## config.mk

```make
export PLATFORM = sky130hd
export DESIGN_NAME = id_ex_stage_flat
export DESIGN_NICKNAME = d
export VERILOG_FILES = /design/src/rtl/id_ex_stage_if.sv /design/src/rtl/id_ex_stage.sv /design/src/flat_wrapper.sv
export SDC_FILE = /design/constraint.sdc
export NUM_CORES = 1
export LEC_CHECK = 0
export ABC_AREA = 0
export ABC_CLOCK_PERIOD_IN_PS = 5900
export BUFFER_PORTS_ARGS = -buffer_cell sky130_fd_sc_hd__buf_2
export CAP_MARGIN = 20
export CORE_MARGIN = 2
export CORE_UTILIZATION = 45
export CTS_CLUSTER_SIZE = 30
export DETAILED_ROUTE_END_ITERATION = 10
export PLACE_DENSITY = 0.82
export SLEW_MARGIN = 25
export SYNTH_ARGS = -nofsm -noshare
export SYNTH_HDL_FRONTEND = slang
export SYNTH_SLANG_ARGS = --single-unit
```

## constraint.sdc

```tcl
create_clock -name clk -period 5.9 [get_ports clk]
set_clock_uncertainty 0.15 [all_clocks]
set_input_delay 1.77 -clock clk [delete_from_list [all_inputs] [get_ports clk]]
set_output_delay 1.77 -clock clk [all_outputs]
set_load 0.02 [all_outputs]
```

## src/rtl/id_ex_stage_if.sv

```systemverilog
// ID->EX stage bundle: decoded instruction in from the ID side, registered
// instruction plus hazard/monitor outputs back toward EX and the front end.
interface id_ex_stage_if #(
   parameter int XLEN         = 32,
   parameter int ALU_OP_WIDTH = 4,
   parameter int REG_ADDR_W   = 5,
   parameter int CNT_W        = 16
);
   logic                    id_valid_i;
   logic [XLEN-1:0]         id_pc_i;
   logic [XLEN-1:0]         id_rs1_data_i;
   logic [XLEN-1:0]         id_rs2_data_i;
   logic [XLEN-1:0]         id_imm_i;
   logic [REG_ADDR_W-1:0]   id_rs1_i;
   logic [REG_ADDR_W-1:0]   id_rs2_i;
   logic [REG_ADDR_W-1:0]   id_rd_i;
   logic [2:0]              id_funct3_i;
   logic                    id_uses_rs1_i;
   logic                    id_uses_rs2_i;
   logic                    RegWrite_i;
   logic                    MemToReg_i;
   logic                    MemRead_i;
   logic                    MemWrite_i;
   logic                    Branch_i;
   logic                    ALUSrc_i;
   logic [ALU_OP_WIDTH-1:0] ALUOp_i;
   logic                    flush_i;
   logic                    stall_i;

   logic                    ex_valid_o;
   logic [XLEN-1:0]         ex_pc_o;
   logic [XLEN-1:0]         ex_rs1_data_o;
   logic [XLEN-1:0]         ex_rs2_data_o;
   logic [XLEN-1:0]         ex_imm_o;
   logic [REG_ADDR_W-1:0]   ex_rs1_o;
   logic [REG_ADDR_W-1:0]   ex_rs2_o;
   logic [REG_ADDR_W-1:0]   ex_rd_o;
   logic [2:0]              ex_funct3_o;
   logic                    ex_RegWrite_o;
   logic                    ex_MemToReg_o;
   logic                    ex_MemRead_o;
   logic                    ex_MemWrite_o;
   logic                    ex_Branch_o;
   logic                    ex_ALUSrc_o;
   logic [ALU_OP_WIDTH-1:0] ex_ALUOp_o;
   logic                    hazard_stall_o;
   logic [CNT_W-1:0]        bubble_cnt_o;

   modport master (
      output id_valid_i, id_pc_i, id_rs1_data_i, id_rs2_data_i, id_imm_i,
             id_rs1_i, id_rs2_i, id_rd_i, id_funct3_i, id_uses_rs1_i, id_uses_rs2_i,
             RegWrite_i, MemToReg_i, MemRead_i, MemWrite_i, Branch_i, ALUSrc_i,
             ALUOp_i, flush_i, stall_i,
      input  ex_valid_o, ex_pc_o, ex_rs1_data_o, ex_rs2_data_o, ex_imm_o,
             ex_rs1_o, ex_rs2_o, ex_rd_o, ex_funct3_o, ex_RegWrite_o, ex_MemToReg_o,
             ex_MemRead_o, ex_MemWrite_o, ex_Branch_o, ex_ALUSrc_o, ex_ALUOp_o,
             hazard_stall_o, bubble_cnt_o
   );

   modport slave (
      input  id_valid_i, id_pc_i, id_rs1_data_i, id_rs2_data_i, id_imm_i,
             id_rs1_i, id_rs2_i, id_rd_i, id_funct3_i, id_uses_rs1_i, id_uses_rs2_i,
             RegWrite_i, MemToReg_i, MemRead_i, MemWrite_i, Branch_i, ALUSrc_i,
             ALUOp_i, flush_i, stall_i,
      output ex_valid_o, ex_pc_o, ex_rs1_data_o, ex_rs2_data_o, ex_imm_o,
             ex_rs1_o, ex_rs2_o, ex_rd_o, ex_funct3_o, ex_RegWrite_o, ex_MemToReg_o,
             ex_MemRead_o, ex_MemWrite_o, ex_Branch_o, ex_ALUSrc_o, ex_ALUOp_o,
             hazard_stall_o, bubble_cnt_o
   );
endinterface

```

## src/rtl/id_ex_stage.sv

```systemverilog
// ID->EX pipeline register with load-use hazard detection, flush/stall
// handling and a saturating counter of inserted load-use bubbles.
module id_ex_stage #(
   parameter int XLEN         = 32,
   parameter int ALU_OP_WIDTH = 4,
   parameter int REG_ADDR_W   = 5,
   parameter int CNT_W        = 16
) (
   input logic          clk,
   input logic          rst_n,
   id_ex_stage_if.slave bus
);
   localparam logic [ALU_OP_WIDTH-1:0] ALU_OP_ADD = '0;

   typedef enum logic [1:0] {UPD_LOAD, UPD_HOLD, UPD_FLUSH, UPD_BUBBLE} upd_e;

   upd_e                    upd;
   logic                    rs1_match, rs2_match, hazard;

   logic                    ex_valid_q;
   logic [XLEN-1:0]         pc_q, rs1_data_q, rs2_data_q, imm_q;
   logic [REG_ADDR_W-1:0]   rs1_q, rs2_q, rd_q;
   logic [2:0]              funct3_q;
   logic                    reg_write_q, mem_to_reg_q, mem_read_q;
   logic                    mem_write_q, branch_q, alu_src_q;
   logic [ALU_OP_WIDTH-1:0] alu_op_q;
   logic [CNT_W-1:0]        bubble_cnt_q;

   always_comb begin
      rs1_match = bus.id_uses_rs1_i && (bus.id_rs1_i == rd_q);
      rs2_match = bus.id_uses_rs2_i && (bus.id_rs2_i == rd_q);
      hazard    = bus.id_valid_i && ex_valid_q && mem_read_q && (rd_q != '0) &&
                  (rs1_match || rs2_match);
      upd = UPD_LOAD;
      if (bus.flush_i)      upd = UPD_FLUSH;
      else if (bus.stall_i) upd = UPD_HOLD;
      else if (hazard)      upd = UPD_BUBBLE;
   end

   assign bus.hazard_stall_o = hazard && !bus.flush_i;

   // Datapath, indices and funct3 only move on a real load; bubbles keep them.
   always_ff @(posedge clk or negedge rst_n) begin
      if (!rst_n) begin
         pc_q       <= '0;
         rs1_data_q <= '0;
         rs2_data_q <= '0;
         imm_q      <= '0;
         rs1_q      <= '0;
         rs2_q      <= '0;
         rd_q       <= '0;
         funct3_q   <= '0;
      end else if (upd == UPD_LOAD) begin
         pc_q       <= bus.id_pc_i;
         rs1_data_q <= bus.id_rs1_data_i;
         rs2_data_q <= bus.id_rs2_data_i;
         imm_q      <= bus.id_imm_i;
         rs1_q      <= bus.id_rs1_i;
         rs2_q      <= bus.id_rs2_i;
         rd_q       <= bus.id_rd_i;
         funct3_q   <= bus.id_funct3_i;
      end
   end

   always_ff @(posedge clk or negedge rst_n) begin
      if (!rst_n) begin
         ex_valid_q   <= 1'b0;
         reg_write_q  <= 1'b0;
         mem_to_reg_q <= 1'b0;
         mem_read_q   <= 1'b0;
         mem_write_q  <= 1'b0;
         branch_q     <= 1'b0;
         alu_src_q    <= 1'b0;
         alu_op_q     <= ALU_OP_ADD;
      end else begin
         case (upd)
            UPD_LOAD: begin
               ex_valid_q   <= bus.id_valid_i;
               reg_write_q  <= bus.RegWrite_i && bus.id_valid_i;
               mem_to_reg_q <= bus.MemToReg_i && bus.id_valid_i;
               mem_read_q   <= bus.MemRead_i  && bus.id_valid_i;
               mem_write_q  <= bus.MemWrite_i && bus.id_valid_i;
               branch_q     <= bus.Branch_i   && bus.id_valid_i;
               alu_src_q    <= bus.ALUSrc_i   && bus.id_valid_i;
               alu_op_q     <= bus.id_valid_i ? bus.ALUOp_i : ALU_OP_ADD;
            end
            UPD_FLUSH, UPD_BUBBLE: begin
               ex_valid_q   <= 1'b0;
               reg_write_q  <= 1'b0;
               mem_to_reg_q <= 1'b0;
               mem_read_q   <= 1'b0;
               mem_write_q  <= 1'b0;
               branch_q     <= 1'b0;
               alu_src_q    <= 1'b0;
               alu_op_q     <= ALU_OP_ADD;
            end
            default: ;
         endcase
      end
   end

   always_ff @(posedge clk or negedge rst_n) begin
      if (!rst_n)
         bubble_cnt_q <= '0;
      else if (upd == UPD_BUBBLE && bubble_cnt_q != '1)
         bubble_cnt_q <= bubble_cnt_q + CNT_W'(1);
   end

   assign bus.ex_valid_o    = ex_valid_q;
   assign bus.ex_pc_o       = pc_q;
   assign bus.ex_rs1_data_o = rs1_data_q;
   assign bus.ex_rs2_data_o = rs2_data_q;
   assign bus.ex_imm_o      = imm_q;
   assign bus.ex_rs1_o      = rs1_q;
   assign bus.ex_rs2_o      = rs2_q;
   assign bus.ex_rd_o       = rd_q;
   assign bus.ex_funct3_o   = funct3_q;
   assign bus.ex_RegWrite_o = reg_write_q;
   assign bus.ex_MemToReg_o = mem_to_reg_q;
   assign bus.ex_MemRead_o  = mem_read_q;
   assign bus.ex_MemWrite_o = mem_write_q;
   assign bus.ex_Branch_o   = branch_q;
   assign bus.ex_ALUSrc_o   = alu_src_q;
   assign bus.ex_ALUOp_o    = alu_op_q;
   assign bus.bubble_cnt_o  = bubble_cnt_q;
endmodule
```

## src/flat_wrapper.sv

```systemverilog
// flat-port wrapper written by rule: the top's interface ports become plain ports
module id_ex_stage_flat 
#(
   parameter int XLEN         = 32,
   parameter int ALU_OP_WIDTH = 4,
   parameter int REG_ADDR_W   = 5,
   parameter int CNT_W        = 16
)
  (clk, rst_n, bus_id_valid_i, bus_id_pc_i, bus_id_rs1_data_i, bus_id_rs2_data_i, bus_id_imm_i, bus_id_rs1_i, bus_id_rs2_i, bus_id_rd_i, bus_id_funct3_i, bus_id_uses_rs1_i, bus_id_uses_rs2_i, bus_RegWrite_i, bus_MemToReg_i, bus_MemRead_i, bus_MemWrite_i, bus_Branch_i, bus_ALUSrc_i, bus_ALUOp_i, bus_flush_i, bus_stall_i, bus_ex_valid_o, bus_ex_pc_o, bus_ex_rs1_data_o, bus_ex_rs2_data_o, bus_ex_imm_o, bus_ex_rs1_o, bus_ex_rs2_o, bus_ex_rd_o, bus_ex_funct3_o, bus_ex_RegWrite_o, bus_ex_MemToReg_o, bus_ex_MemRead_o, bus_ex_MemWrite_o, bus_ex_Branch_o, bus_ex_ALUSrc_o, bus_ex_ALUOp_o, bus_hazard_stall_o, bus_bubble_cnt_o);
  id_ex_stage_if #(.XLEN(XLEN), .ALU_OP_WIDTH(ALU_OP_WIDTH), .REG_ADDR_W(REG_ADDR_W), .CNT_W(CNT_W)) bus_i ();
  input logic clk;
  input logic rst_n;
  input wire logic [$bits(bus_i.id_valid_i)-1:0] bus_id_valid_i;
  input wire logic [$bits(bus_i.id_pc_i)-1:0] bus_id_pc_i;
  input wire logic [$bits(bus_i.id_rs1_data_i)-1:0] bus_id_rs1_data_i;
  input wire logic [$bits(bus_i.id_rs2_data_i)-1:0] bus_id_rs2_data_i;
  input wire logic [$bits(bus_i.id_imm_i)-1:0] bus_id_imm_i;
  input wire logic [$bits(bus_i.id_rs1_i)-1:0] bus_id_rs1_i;
  input wire logic [$bits(bus_i.id_rs2_i)-1:0] bus_id_rs2_i;
  input wire logic [$bits(bus_i.id_rd_i)-1:0] bus_id_rd_i;
  input wire logic [$bits(bus_i.id_funct3_i)-1:0] bus_id_funct3_i;
  input wire logic [$bits(bus_i.id_uses_rs1_i)-1:0] bus_id_uses_rs1_i;
  input wire logic [$bits(bus_i.id_uses_rs2_i)-1:0] bus_id_uses_rs2_i;
  input wire logic [$bits(bus_i.RegWrite_i)-1:0] bus_RegWrite_i;
  input wire logic [$bits(bus_i.MemToReg_i)-1:0] bus_MemToReg_i;
  input wire logic [$bits(bus_i.MemRead_i)-1:0] bus_MemRead_i;
  input wire logic [$bits(bus_i.MemWrite_i)-1:0] bus_MemWrite_i;
  input wire logic [$bits(bus_i.Branch_i)-1:0] bus_Branch_i;
  input wire logic [$bits(bus_i.ALUSrc_i)-1:0] bus_ALUSrc_i;
  input wire logic [$bits(bus_i.ALUOp_i)-1:0] bus_ALUOp_i;
  input wire logic [$bits(bus_i.flush_i)-1:0] bus_flush_i;
  input wire logic [$bits(bus_i.stall_i)-1:0] bus_stall_i;
  output wire logic [$bits(bus_i.ex_valid_o)-1:0] bus_ex_valid_o;
  output wire logic [$bits(bus_i.ex_pc_o)-1:0] bus_ex_pc_o;
  output wire logic [$bits(bus_i.ex_rs1_data_o)-1:0] bus_ex_rs1_data_o;
  output wire logic [$bits(bus_i.ex_rs2_data_o)-1:0] bus_ex_rs2_data_o;
  output wire logic [$bits(bus_i.ex_imm_o)-1:0] bus_ex_imm_o;
  output wire logic [$bits(bus_i.ex_rs1_o)-1:0] bus_ex_rs1_o;
  output wire logic [$bits(bus_i.ex_rs2_o)-1:0] bus_ex_rs2_o;
  output wire logic [$bits(bus_i.ex_rd_o)-1:0] bus_ex_rd_o;
  output wire logic [$bits(bus_i.ex_funct3_o)-1:0] bus_ex_funct3_o;
  output wire logic [$bits(bus_i.ex_RegWrite_o)-1:0] bus_ex_RegWrite_o;
  output wire logic [$bits(bus_i.ex_MemToReg_o)-1:0] bus_ex_MemToReg_o;
  output wire logic [$bits(bus_i.ex_MemRead_o)-1:0] bus_ex_MemRead_o;
  output wire logic [$bits(bus_i.ex_MemWrite_o)-1:0] bus_ex_MemWrite_o;
  output wire logic [$bits(bus_i.ex_Branch_o)-1:0] bus_ex_Branch_o;
  output wire logic [$bits(bus_i.ex_ALUSrc_o)-1:0] bus_ex_ALUSrc_o;
  output wire logic [$bits(bus_i.ex_ALUOp_o)-1:0] bus_ex_ALUOp_o;
  output wire logic [$bits(bus_i.hazard_stall_o)-1:0] bus_hazard_stall_o;
  output wire logic [$bits(bus_i.bubble_cnt_o)-1:0] bus_bubble_cnt_o;
  assign bus_i.id_valid_i = bus_id_valid_i;
  assign bus_i.id_pc_i = bus_id_pc_i;
  assign bus_i.id_rs1_data_i = bus_id_rs1_data_i;
  assign bus_i.id_rs2_data_i = bus_id_rs2_data_i;
  assign bus_i.id_imm_i = bus_id_imm_i;
  assign bus_i.id_rs1_i = bus_id_rs1_i;
  assign bus_i.id_rs2_i = bus_id_rs2_i;
  assign bus_i.id_rd_i = bus_id_rd_i;
  assign bus_i.id_funct3_i = bus_id_funct3_i;
  assign bus_i.id_uses_rs1_i = bus_id_uses_rs1_i;
  assign bus_i.id_uses_rs2_i = bus_id_uses_rs2_i;
  assign bus_i.RegWrite_i = bus_RegWrite_i;
  assign bus_i.MemToReg_i = bus_MemToReg_i;
  assign bus_i.MemRead_i = bus_MemRead_i;
  assign bus_i.MemWrite_i = bus_MemWrite_i;
  assign bus_i.Branch_i = bus_Branch_i;
  assign bus_i.ALUSrc_i = bus_ALUSrc_i;
  assign bus_i.ALUOp_i = bus_ALUOp_i;
  assign bus_i.flush_i = bus_flush_i;
  assign bus_i.stall_i = bus_stall_i;
  assign bus_ex_valid_o = bus_i.ex_valid_o;
  assign bus_ex_pc_o = bus_i.ex_pc_o;
  assign bus_ex_rs1_data_o = bus_i.ex_rs1_data_o;
  assign bus_ex_rs2_data_o = bus_i.ex_rs2_data_o;
  assign bus_ex_imm_o = bus_i.ex_imm_o;
  assign bus_ex_rs1_o = bus_i.ex_rs1_o;
  assign bus_ex_rs2_o = bus_i.ex_rs2_o;
  assign bus_ex_rd_o = bus_i.ex_rd_o;
  assign bus_ex_funct3_o = bus_i.ex_funct3_o;
  assign bus_ex_RegWrite_o = bus_i.ex_RegWrite_o;
  assign bus_ex_MemToReg_o = bus_i.ex_MemToReg_o;
  assign bus_ex_MemRead_o = bus_i.ex_MemRead_o;
  assign bus_ex_MemWrite_o = bus_i.ex_MemWrite_o;
  assign bus_ex_Branch_o = bus_i.ex_Branch_o;
  assign bus_ex_ALUSrc_o = bus_i.ex_ALUSrc_o;
  assign bus_ex_ALUOp_o = bus_i.ex_ALUOp_o;
  assign bus_hazard_stall_o = bus_i.hazard_stall_o;
  assign bus_bubble_cnt_o = bus_i.bubble_cnt_o;
  id_ex_stage #(.XLEN(XLEN), .ALU_OP_WIDTH(ALU_OP_WIDTH), .REG_ADDR_W(REG_ADDR_W), .CNT_W(CNT_W)) u_core (.clk(clk), .rst_n(rst_n), .bus(bus_i));
endmodule
```

### Word level (Yosys, flattened, before mapping)

Cells that the tools add are included.

* output and inout bits: 174
* register bits after elaboration: 173
* bits of input ports: 163

* equal/unequal tests: 5
* reduce and logical (&&, ||, !) cells: 20
* add/subtract/negate cells: 1
* mux-type cells: 12

Operators with widths (number)
* 16-bit by 1-bit adder with 16-bit output (second input constant): 1
* 16-bit inequality test (second input constant): 1
* 1-bit logical AND: 14
* 1-bit one-hot mux with 2 select lines: 7
* 5-bit == test: 2
* 4-bit one-hot mux with 2 select lines: 1
* 2-bit two-way mux: 3
* 5-bit nonzero test: 1
* 2-bit == test (second input constant): 2
* 4-bit two-way mux: 1
* 2-bit logical NOT: 1
* 2-bit nonzero test: 1
* 2-bit OR reduction: 1
* 1-bit logical NOT: 1
* 1-bit logical OR: 1

### Longest topological paths before layout

Gate-level depths: netlist (run 1).

* depth after elaboration: 10
* mapped depth: 7
* mapped depth without buffers: 6

### Least setup slack after synthesis (run 1)

Ideal clock, no wire load.

* kind: input-to-output
* from: in bus_id_rs1_i[1]
* to: out bus_hazard_stall_o
* buffers on the path: 1
* stages: 5
* required time: 3.980 ns
* arrival: 2.987 ns
* slack: 0.993 ns
* cells stage by stage: xnor2_1 nand4_1 o22a_1 clkbuf_1 nor3_1

* longest elaborated chain between the ends: 5

RTL lines
* from (decl): line flat_wrapper.sv:18 `input wire logic [$bits(bus_i.id_rs1_i)-1:0] bus_id_rs1_i;`
* 5-bit == test: line id_ex_stage.sv:30 `rs1_match = bus.id_uses_rs1_i && (bus.id_rs1_i == rd_q);`
* 1-bit logical AND: line id_ex_stage.sv:30
* 1-bit logical OR: line id_ex_stage.sv:33 `(rs1_match || rs2_match);`
* 1-bit logical AND: line id_ex_stage.sv:32 `hazard = bus.id_valid_i && ex_valid_q && mem_read_q && (rd_q != '0) &&`
* 1-bit logical AND: line id_ex_stage.sv:40 `assign bus.hazard_stall_o = hazard && !bus.flush_i;`
* to (decl): line flat_wrapper.sv:49 `output wire logic [$bits(bus_i.hazard_stall_o)-1:0] bus_hazard_stall_o;`

Every way passes these cells.

### Worst setup path after layout (run 1)

Same ends and word-level chain as after synthesis.

==> results of run 1 <==
==> per-layer routing <==
layer / GRT usage [%] / up-vias / part of all wire [%]
met2: 33.7 / 209 / 52
met1: 21.9 / 2382 / 39
met5: 0 / - / 0.076
li1: - / 2242 / -
met3: 6.23 / 24 / 7.6
met4: 7.07 / 2 / 1.6
==> cell families (layout without fill, tap and decap cells) <==
family	after synthesis	in the layout	share of synthesized area [%]
DFF	173	173	60.2
muxes	149	149	28.0
and+or+nand+nor	50	50	3.90
xor gates and xnor gates	23	23	2.80
buffers and inverters	19	368	2.23
AOI/OAI and AO/OA	18	18	2.61
adders and majority gates	1	1	0.174
other	0	1	0
==> cells in the final DEF, fill, tap and decap left out, types with 7 or more instances in the layout <==
| cell | count |
|---|---|
| xor2_1 | 10 |
| buf_2 | 335 |
| xnor2_1 | 13 |
| nand2_1 | 7 |
| nand3_1 | 10 |
| dfrtp_1 | 173 |
| clkbuf_16 | 17 |
| mux2_2 | 59 |
| mux2_4 | 90 |
| nor3_1 | 9 |
| a32o_1 | 10 |
==> sequential cells by signal (all words and copies together), names as in the netlist <==
register,cells
u_core.bus.ex_MemToReg_o,1
u_core.bus.ex_funct3_o,3
u_core.bus.ex_rs2_data_o,32
u_core.bus.ex_pc_o,32
u_core.bus.ex_rd_o,5
u_core.bus.ex_MemWrite_o,1
u_core.bus.ex_rs1_o,5
u_core.bus.ex_valid_o,1
u_core.bus.ex_imm_o,32
u_core.bus.ex_MemRead_o,1
u_core.bus.ex_rs2_o,5
u_core.bus.ex_RegWrite_o,1
u_core.bus.ex_ALUOp_o,4
u_core.bus.ex_ALUSrc_o,1
u_core.bus.bubble_cnt_o,16
u_core.bus.ex_rs1_data_o,32
u_core.bus.ex_Branch_o,1
==> layout make-up <==
type	instances	area, um^2	area share, %
Tap cell	216	270	2.81
Multi-Input combinational cell	241	2710	28.2
Sequential cell	173	4330	45.1
Clock buffer	19	443	4.61
Clock inverter	10	116	1.21
Antenna cell	1	2.50	0.0261
Timing Repair Buffer	339	1740	18.1
==> path summary, 6_finish.rpt <==
check,slack (ps),from,endpoint,depth (start not counted)
max in group asynchronous,3400,rst_n,u_core.bus.bubble_cnt_o[13],2
worst min register to register,340,u_core.bus.ex_MemToReg_o,u_core.bus.ex_MemToReg_o,1
worst max-delay path,880,bus_id_rs1_i[1],bus_hazard_stall_o,6
min in group asynchronous,1280,rst_n,u_core.bus.ex_rs2_data_o[14],1
worst min-delay path,340,u_core.bus.ex_MemToReg_o,u_core.bus.ex_MemToReg_o,1
worst max register to register,3020,u_core.bus.ex_rd_o[1],u_core.bus.ex_imm_o[24],6
==> power groups by stage <==
| stage | combinational [uW] | sequential [uW] | clock (uW) |
|---|---|---|---|
| after floorplan | 249 | 1630 | 0 |
| after global placement | 708 | 1440 | 0 |
| after detailed placement | 724 | 1440 | 0 |
| after CTS | 726 | 1430 | 1100 |
| after global routing | 761 | 1450 | 1150 |
| final | 717 | 1430 | 1070 |
==> worst max-delay path, stage by stage <==
cell	delay [ps]
buf_2	120
xnor2_1	180
nand4_1	170
o22a_1	430
nor3_1	240
buf_2	190
==> metrics by stage <==
step           cell area [um^2]  worst slack [ps]  hold slack, ps  total power, uW
2_1_floorplan              7190               993             457             1880
3_3_place_gp               9040               895             327             2150
3_5_place_dp               9040               888             334             2170
4_1_cts                    9600               893             349             3260
5_1_grt                    9600               763             360             3360
6_report                   9600               884             344             3220
==> flow_summary.ini, run 1 <==
[floorplan]
rows = 46
die_area_um2 = 17000
dieWidth_um = 130
initial_core_util_pct = 45.6
die_h_um = 130
io-pin-count = 337
design.core.area_um2 = 15800

[yosys]
syn_avg_cell_area_um2 = 16.6
synthFlopType = dfrtp_1
synthesis.area_um2 = 7190
synth_most_common_cell = dfrtp_1
async_flop_share_pct = 100
synth_seq_area_share_pct = 60.2
post_synth_most_frequent_cells = dfrtp_1, mux2_4, mux2_2, xnor2_1, buf_6
synth_edf_count = 0
synth_cell_type_count = 31
yosys_warnings = 0
synth_cells = 433
synth_top_area_share_pct = 60.2
yosys.area.top_type = dfrtp_1
syn-num-nets = 597
yosys_register_bits = 173
netlist_top_cells_area = dfrtp_1, mux2_4, mux2_2

[layout]
stdcell_count = 999
finish.utilization_pct = 60.9
area_delta_synth_final_pct = 33.6
fin_nets = 936
drive_gt1_share_pct = 66.8
n_fill_cell = 1243

[pwr]
clkPwrFrac_pct = 33.4
powerDensity_nw_per_um2 = 335
vdd_ir_drop_max_uv = 177
cellLeakagePower_uw = 0.00501
p_int_uw = 2300
pwr-share-comb_pct = 22.3
switching_share_pct = 28.6
seq_power_share_pct = 44.4
p_sw_uw = 919

[drt]
drtIter0Drc = 140
drt-pass1-iter-count = 5
drtAntennaViolNets = 0
drc = 0
viasPerCell = 4.86
vias = 4859
totalWireLength_um = 17100
wl_per_cell_um = 17.1

[clock_network]
cts_hold_buf = 0
cts_made_buffers = 17
path_clk_slew_ps = 60
post_cts_resized = 0
clock_latency_ps = 410
clkSinkCount = 173
cts_setup_buffers = 0
cts_buffer_depth = 2
cts_tree = done
cts_root_buffer = clkbuf_16
htree_num_levels = 4

[worst_setup_path]
crit_type = in2out
endpoint_kind = output pin
critPathMaxFanout = 13
critPathArrivalTime_ps = 3100
worst_ep_required_time_ps = 3980
start_kind = primary input

[global_route]
gr-usage-all-layers_pct = 19.1
antenna_found_initial = 2
grt_max_degree = 96
grt_pass1_vias = 4881
grt_pass1_wl_um = 25000
grt-ovfl-total = 0

[sta]
slew-limit-headroom_pct = 41.5
min_period_ps = 5020
slew_viol_final = 0
setup_viol = 0
worstMarginPinSlew_ps = 877
min_period_over_period_pct = 85.0
finalHoldViolations = 0
rsz0062_at_grt = false
max_freq_ghz = 0.199
fin_setup_tns_ps = 0

[placement]
gp_congestion = 0.841
dp_cells = 969
port_buffers = 336
place.detailed.hpwl_um = 12500

[run_status]
outcome = completed

[hold_path]
hold_class = reg2reg

[flow_run]
cap_violations = 0
No activity file was read; power rests on OpenSTA's default activity.
==> run 2: changes to the inputs <==
CORE_AREA = 2 2 131 133   (was not set)
CORE_MARGIN = not set   (was 2)
CORE_UTILIZATION = not set   (was 45)
DIE_AREA = 0 0 133 135   (was not set)
PLACE_DENSITY = 0.8   (was 0.82)
==> run 2 against run 1 <==
Against the previous run:
- highest routed layer is now met4
- combinational power barely moved
- non-clock buffer count did not move
- sequential power barely moved
- core utilization fell by 2.2 points
- worst setup slack improved by 40 ps
- hold slack got worse by 4.1 ps
- critical path type unchanged
- die area rose by 5.6%
- cell count rose by 0.40%
- largest power group unchanged
- count of clock-buffer cells in the layout fell by 1
- via count rose by 0.45%
==> flow_summary.ini, run 2 (synthesis results as in run 1) <==
[sta]
timing.final.ws_setup_ps = 923
min_period_ps = 4980
finalHoldViolations = 0
slew_viol_final = 0
slew-limit-headroom_pct = 46.8
setup_viol = 0
worstMarginPinSlew_ps = 798
fin_setup_tns_ps = 0
min_period_over_period_pct = 84.3
rsz0062_at_grt = false
max_freq_ghz = 0.201

[layout]
final_cell_mix = buf_2, dfrtp_1, mux2_4, mux2_2, clkbuf_16
area_delta_synth_final_pct = 34.1
drive_gt1_share_pct = 66.9
layout_commonest_cell = buf_2
fin_nets = 936
diodes = 0
stdcell_area_um2 = 9630

[worst_setup_path]
path_buf_inv = 2
crit_type = in2out
worstPathCellList = buf_2 > xnor2_1 > nand4_1 > o22a_1 > nor3_1 > buf_2
critPathMaxFanout = 13
critPathArrivalTime_ps = 3060
crit_family = compound AO/OA/AOI/OAI gates
worst_ep_required_time_ps = 3980
start_kind = primary input
path_common_cell = buf_2
crit_path_max_incr_delay_ps = 400
endpoint_kind = output pin
slowest_stage = o22a_1

[run_status]
outcome = completed

[pwr]
cellLeakagePower_uw = 0.00502
vdd_ir_drop_max_uv = 186
powerDensity_nw_per_um2 = 337

[drt]
totalWireLength_um = 17300
drt-pass1-iter-count = 4
drtAntennaViolNets = 0
drc = 0
viasPerCell = 4.87
vias = 4881
drtIter0Drc = 194
wl_per_cell_um = 17.2

[placement]
post_dp_cell_area_um2 = 9060
gp_congestion = 0.801
pre_cts_slack_ps = 926
port_buffers = 336
place.detailed.hpwl_um = 12800

[floorplan]
initial_core_util_pct = 43.8
io-pin-count = 337
design.core.area_um2 = 16400
dieWidth_um = 133
die_h_um = 135
die_area_um2 = 18000
rows = 47

[clock_network]
cts_setup_buffers = 0
cts_hold_buf = 0
clock_latency_ps = 410
path_clk_slew_ps = 70
post_cts_resized = 0
cts_buffer_depth = 2
cts_tree = done
clkSinkCount = 173
cts_root_buffer = clkbuf_16
cts_made_buffers = 17
htree_num_levels = 4

[flow_run]
cap_violations = 0

[global_route]
grt_max_degree = 89
gr-usage-all-layers_pct = 19.2
antenna_found_initial = 0
grt_pass1_wl_um = 27100
grt-ovfl-total = 0
grt_pass1_vias = 5143

[hold_path]
hold_class = reg2reg
-- run 2: changes by cell type in the layout (fill, tap and decap cells not counted), sizes merged --
cell      delta
inv          +2
diode        -1
clkinvlp     +2
clkbuf       -1
clkinv       -2
-- run 2: cell type report --
type                       instances  area (um^2)
fill                            1319         6770
tap                              220          275
clock inverter                    12          138
timing repair buffer             339         1750
sequential                       173         4330
clock buffer                      18          439
multi-input combinational        241         2710
-- run 2: layer usage --
metal / global-route usage, % / routed length, um
met1: 22.6 / 6870
met2: 34.1 / 8950
met3: 5.78 / 1200
met5: 0 / 0
met4: 5.38 / 231
-- run 2: worst paths after layout --
path	startpoint	endpoint	slack, ps	cells after the start
hold reg to reg	u_core.bus.ex_MemWrite_o	u_core.bus.ex_MemWrite_o	340	1
setup / recovery	bus_id_rs2_i[4]	bus_hazard_stall_o	920	6
setup reg to reg	u_core.bus.ex_rd_o[1]	u_core.bus.ex_rd_o[2]	3210	4
hold / removal	u_core.bus.ex_MemWrite_o	u_core.bus.ex_MemWrite_o	340	1
max in group asynchronous	rst_n	u_core.bus.ex_rs1_data_o[0]	3390	2
min in group asynchronous	rst_n	u_core.bus.ex_pc_o[4]	1250	1
-- run 2: report_power, final --
part           internal [uW]  switching [uW]
clock network            636             466
logic                    333             383
registers               1340            88.3
total                   2310             937
-- run 2: per-stage QoR --
stage | hold slack, ps | total power, uW | cells | utilization [%]
finish | 340 | 3240 | 1003 | 58.7
global route | 347 | 3380 | 1003 | 58.7
CTS | 341 | 3280 | 1003 | 58.7
global placement | 319 | 2140 | 973 | 55.2
floorplan | 457 | 1880 | 433 | -
detailed placement | 326 | 2170 | 973 | 55.2
==> run 3: changes to the inputs <==
ABC_CLOCK_PERIOD_IN_PS = 5070   (was 5900)
clock period = 5.07 ns   (was 5.9 ns; I/O delays follow)
==> run 3 against run 2 <==
Against the previous run:
- critical path type unchanged
- sequential power grew 16%
- largest power group unchanged
- wire length grew 2.5%
- clock power grew 18%
- worst setup slack lost 120 ps
- critical path depth is the same
- global-route usage grew 0.48 points
- core utilization grew 0.34 points
- die area is the same
- hold slack gained 9.0 ps
- critical endpoint unchanged
- highest routed layer unchanged
==> flow_summary.ini, run 3 (synthesis results as in run 1) <==
[placement]
place.detailed.hpwl_um = 13300
port_buffers = 336
gp_congestion = 0.794

[sta]
slew-limit-headroom_pct = 44.0
slew_viol_final = 0
min_period_over_period_pct = 84.2
min_period_ps = 4270
max_freq_ghz = 0.234
setup_viol = 0
finalHoldViolations = 0
rsz0062_at_grt = false
fin_setup_tns_ps = 0
worstMarginPinSlew_ps = 840

[worst_setup_path]
critPathArrivalTime_ps = 2600
worst_ep_required_time_ps = 3400
crit_path_max_incr_delay_ps = 270
worstPathCellList = buf_2 > xnor2_1 > nand4_1 > o22a_1 > nor3_1 > buf_2
path_common_cell = buf_2
slowest_stage = o22a_1
crit_type = in2out
endpoint_kind = output pin
critPathMaxFanout = 2
start_kind = primary input

[drt]
totalWireLength_um = 17700
drc = 0
viasPerCell = 4.84
drtAntennaViolNets = 0
vias = 4883
drtIter0Drc = 186
wl_per_cell_um = 17.5
drt-pass1-iter-count = 4

[layout]
diodes = 0
final-seq-area_um2 = 4330
fin_nets = 940
n_fill_cell = 1308
final_cell_mix = buf_2, dfrtp_1, mux2_4, mux2_2, clkbuf_16
area_delta_synth_final_pct = 34.8
layout_commonest_cell = buf_2
multi_input_area_um2 = 2710
drive_gt1_share_pct = 67.2
finish.utilization_pct = 59.1

[floorplan]
initial_core_util_pct = 43.8
dieWidth_um = 133
io-pin-count = 337
die_h_um = 135
die_area_um2 = 18000
design.core.area_um2 = 16400
rows = 47

[global_route]
antenna_found_initial = 0
grt_pass1_vias = 5291
grt-ovfl-total = 0
grt_max_degree = 90
grt_pass1_wl_um = 27600
gr-usage-all-layers_pct = 19.7

[clock_network]
clkSinkCount = 173
cts_tree = done
cts_made_buffers = 17
path_clk_slew_ps = 70
cts_buffer_depth = 2
post_cts_resized = 0
cts_setup_buffers = 0
clock_latency_ps = 420
cts_hold_buf = 0
cts_root_buffer = clkbuf_16
htree_num_levels = 4

[pwr]
vdd_ir_drop_max_uv = 217
cellLeakagePower_uw = 0.00505
total_power_uw = 3800
powerDensity_nw_per_um2 = 392

[flow_run]
cap_violations = 0

[hold_path]
hold_class = reg2reg

[run_status]
outcome = completed
[run 3: cell count changes in the layout (fill, tap and decap cells not counted)]
| cell | change |
|---|---|
| inv_8 | +3 |
| buf_12 | +1 |
| clkinv_2 | -2 |
| buf_4 | +3 |
| clkinvlp_4 | -1 |
| inv_6 | +2 |
| bufinv_16 | -1 |
| clkinv_4 | +1 |
[run 3: cell type report]
cell class              count  share of cell area, %
multi-input cells         241                   27.9
well taps                 220                   2.84
repair buffers            343                   18.5
clock inverters            14                   1.55
flip-flops and latches    173                   44.7
clock buffers              18                   4.53
[run 3: per-layer routing]
layer / wire, um / part of all wire, % / vias to the layer above / global-route usage [%]
li1: - / - / 2247 / -
met1: 6810 / 38 / 2392 / 22.5
met2: 9210 / 52 / 217 / 34.3
met3: 1320 / 7.5 / 27 / 5.93
met4: 351 / 2.0 / 0 / 8.30
met5: 0 / 0 / - / 0
[run 3: final timing paths]
path / start / to / slack (ps) / cells past startpoint
worst max-delay path: bus_id_rs1_i[4] / bus_hazard_stall_o / 800 / 6
worst max register to register: u_core.bus.ex_rd_o[4] / u_core.bus.ex_imm_o[26] / 2180 / 7
worst min register to register: u_core.bus.ex_ALUOp_o[0] / u_core.bus.ex_ALUOp_o[0] / 350 / 1
worst min-delay path: u_core.bus.ex_ALUOp_o[0] / u_core.bus.ex_ALUOp_o[0] / 350 / 1
max in group asynchronous: rst_n / u_core.bus.ex_rs1_data_o[11] / 2850 / 2
min in group asynchronous: rst_n / u_core.bus.ex_pc_o[4] / 990 / 1
[run 3: worst max-delay path, delay by kind of cell]
family / cells / cell delay, ps
compound gates: 1 / 270
xor+xnor: 1 / 170
buf+inv: 2 / 310
simple gates: 2 / 330
[run 3: power breakdown]
part	total, uW	switching (uW)	internal [uW]
registers	1660	103	1560
clock network	1300	590	712
logic	839	449	390
total	3800	1140	2660
[run 3: through the flow]
stage	hold slack [ps]	setup WS (ps)	instances	instance area (um^2)
floorplan	457	661	433	7190
global placement	319	784	977	9100
detailed placement	331	786	977	9100
CTS	349	781	1009	9690
global route	362	755	1009	9690
finish	349	800	1009	9690
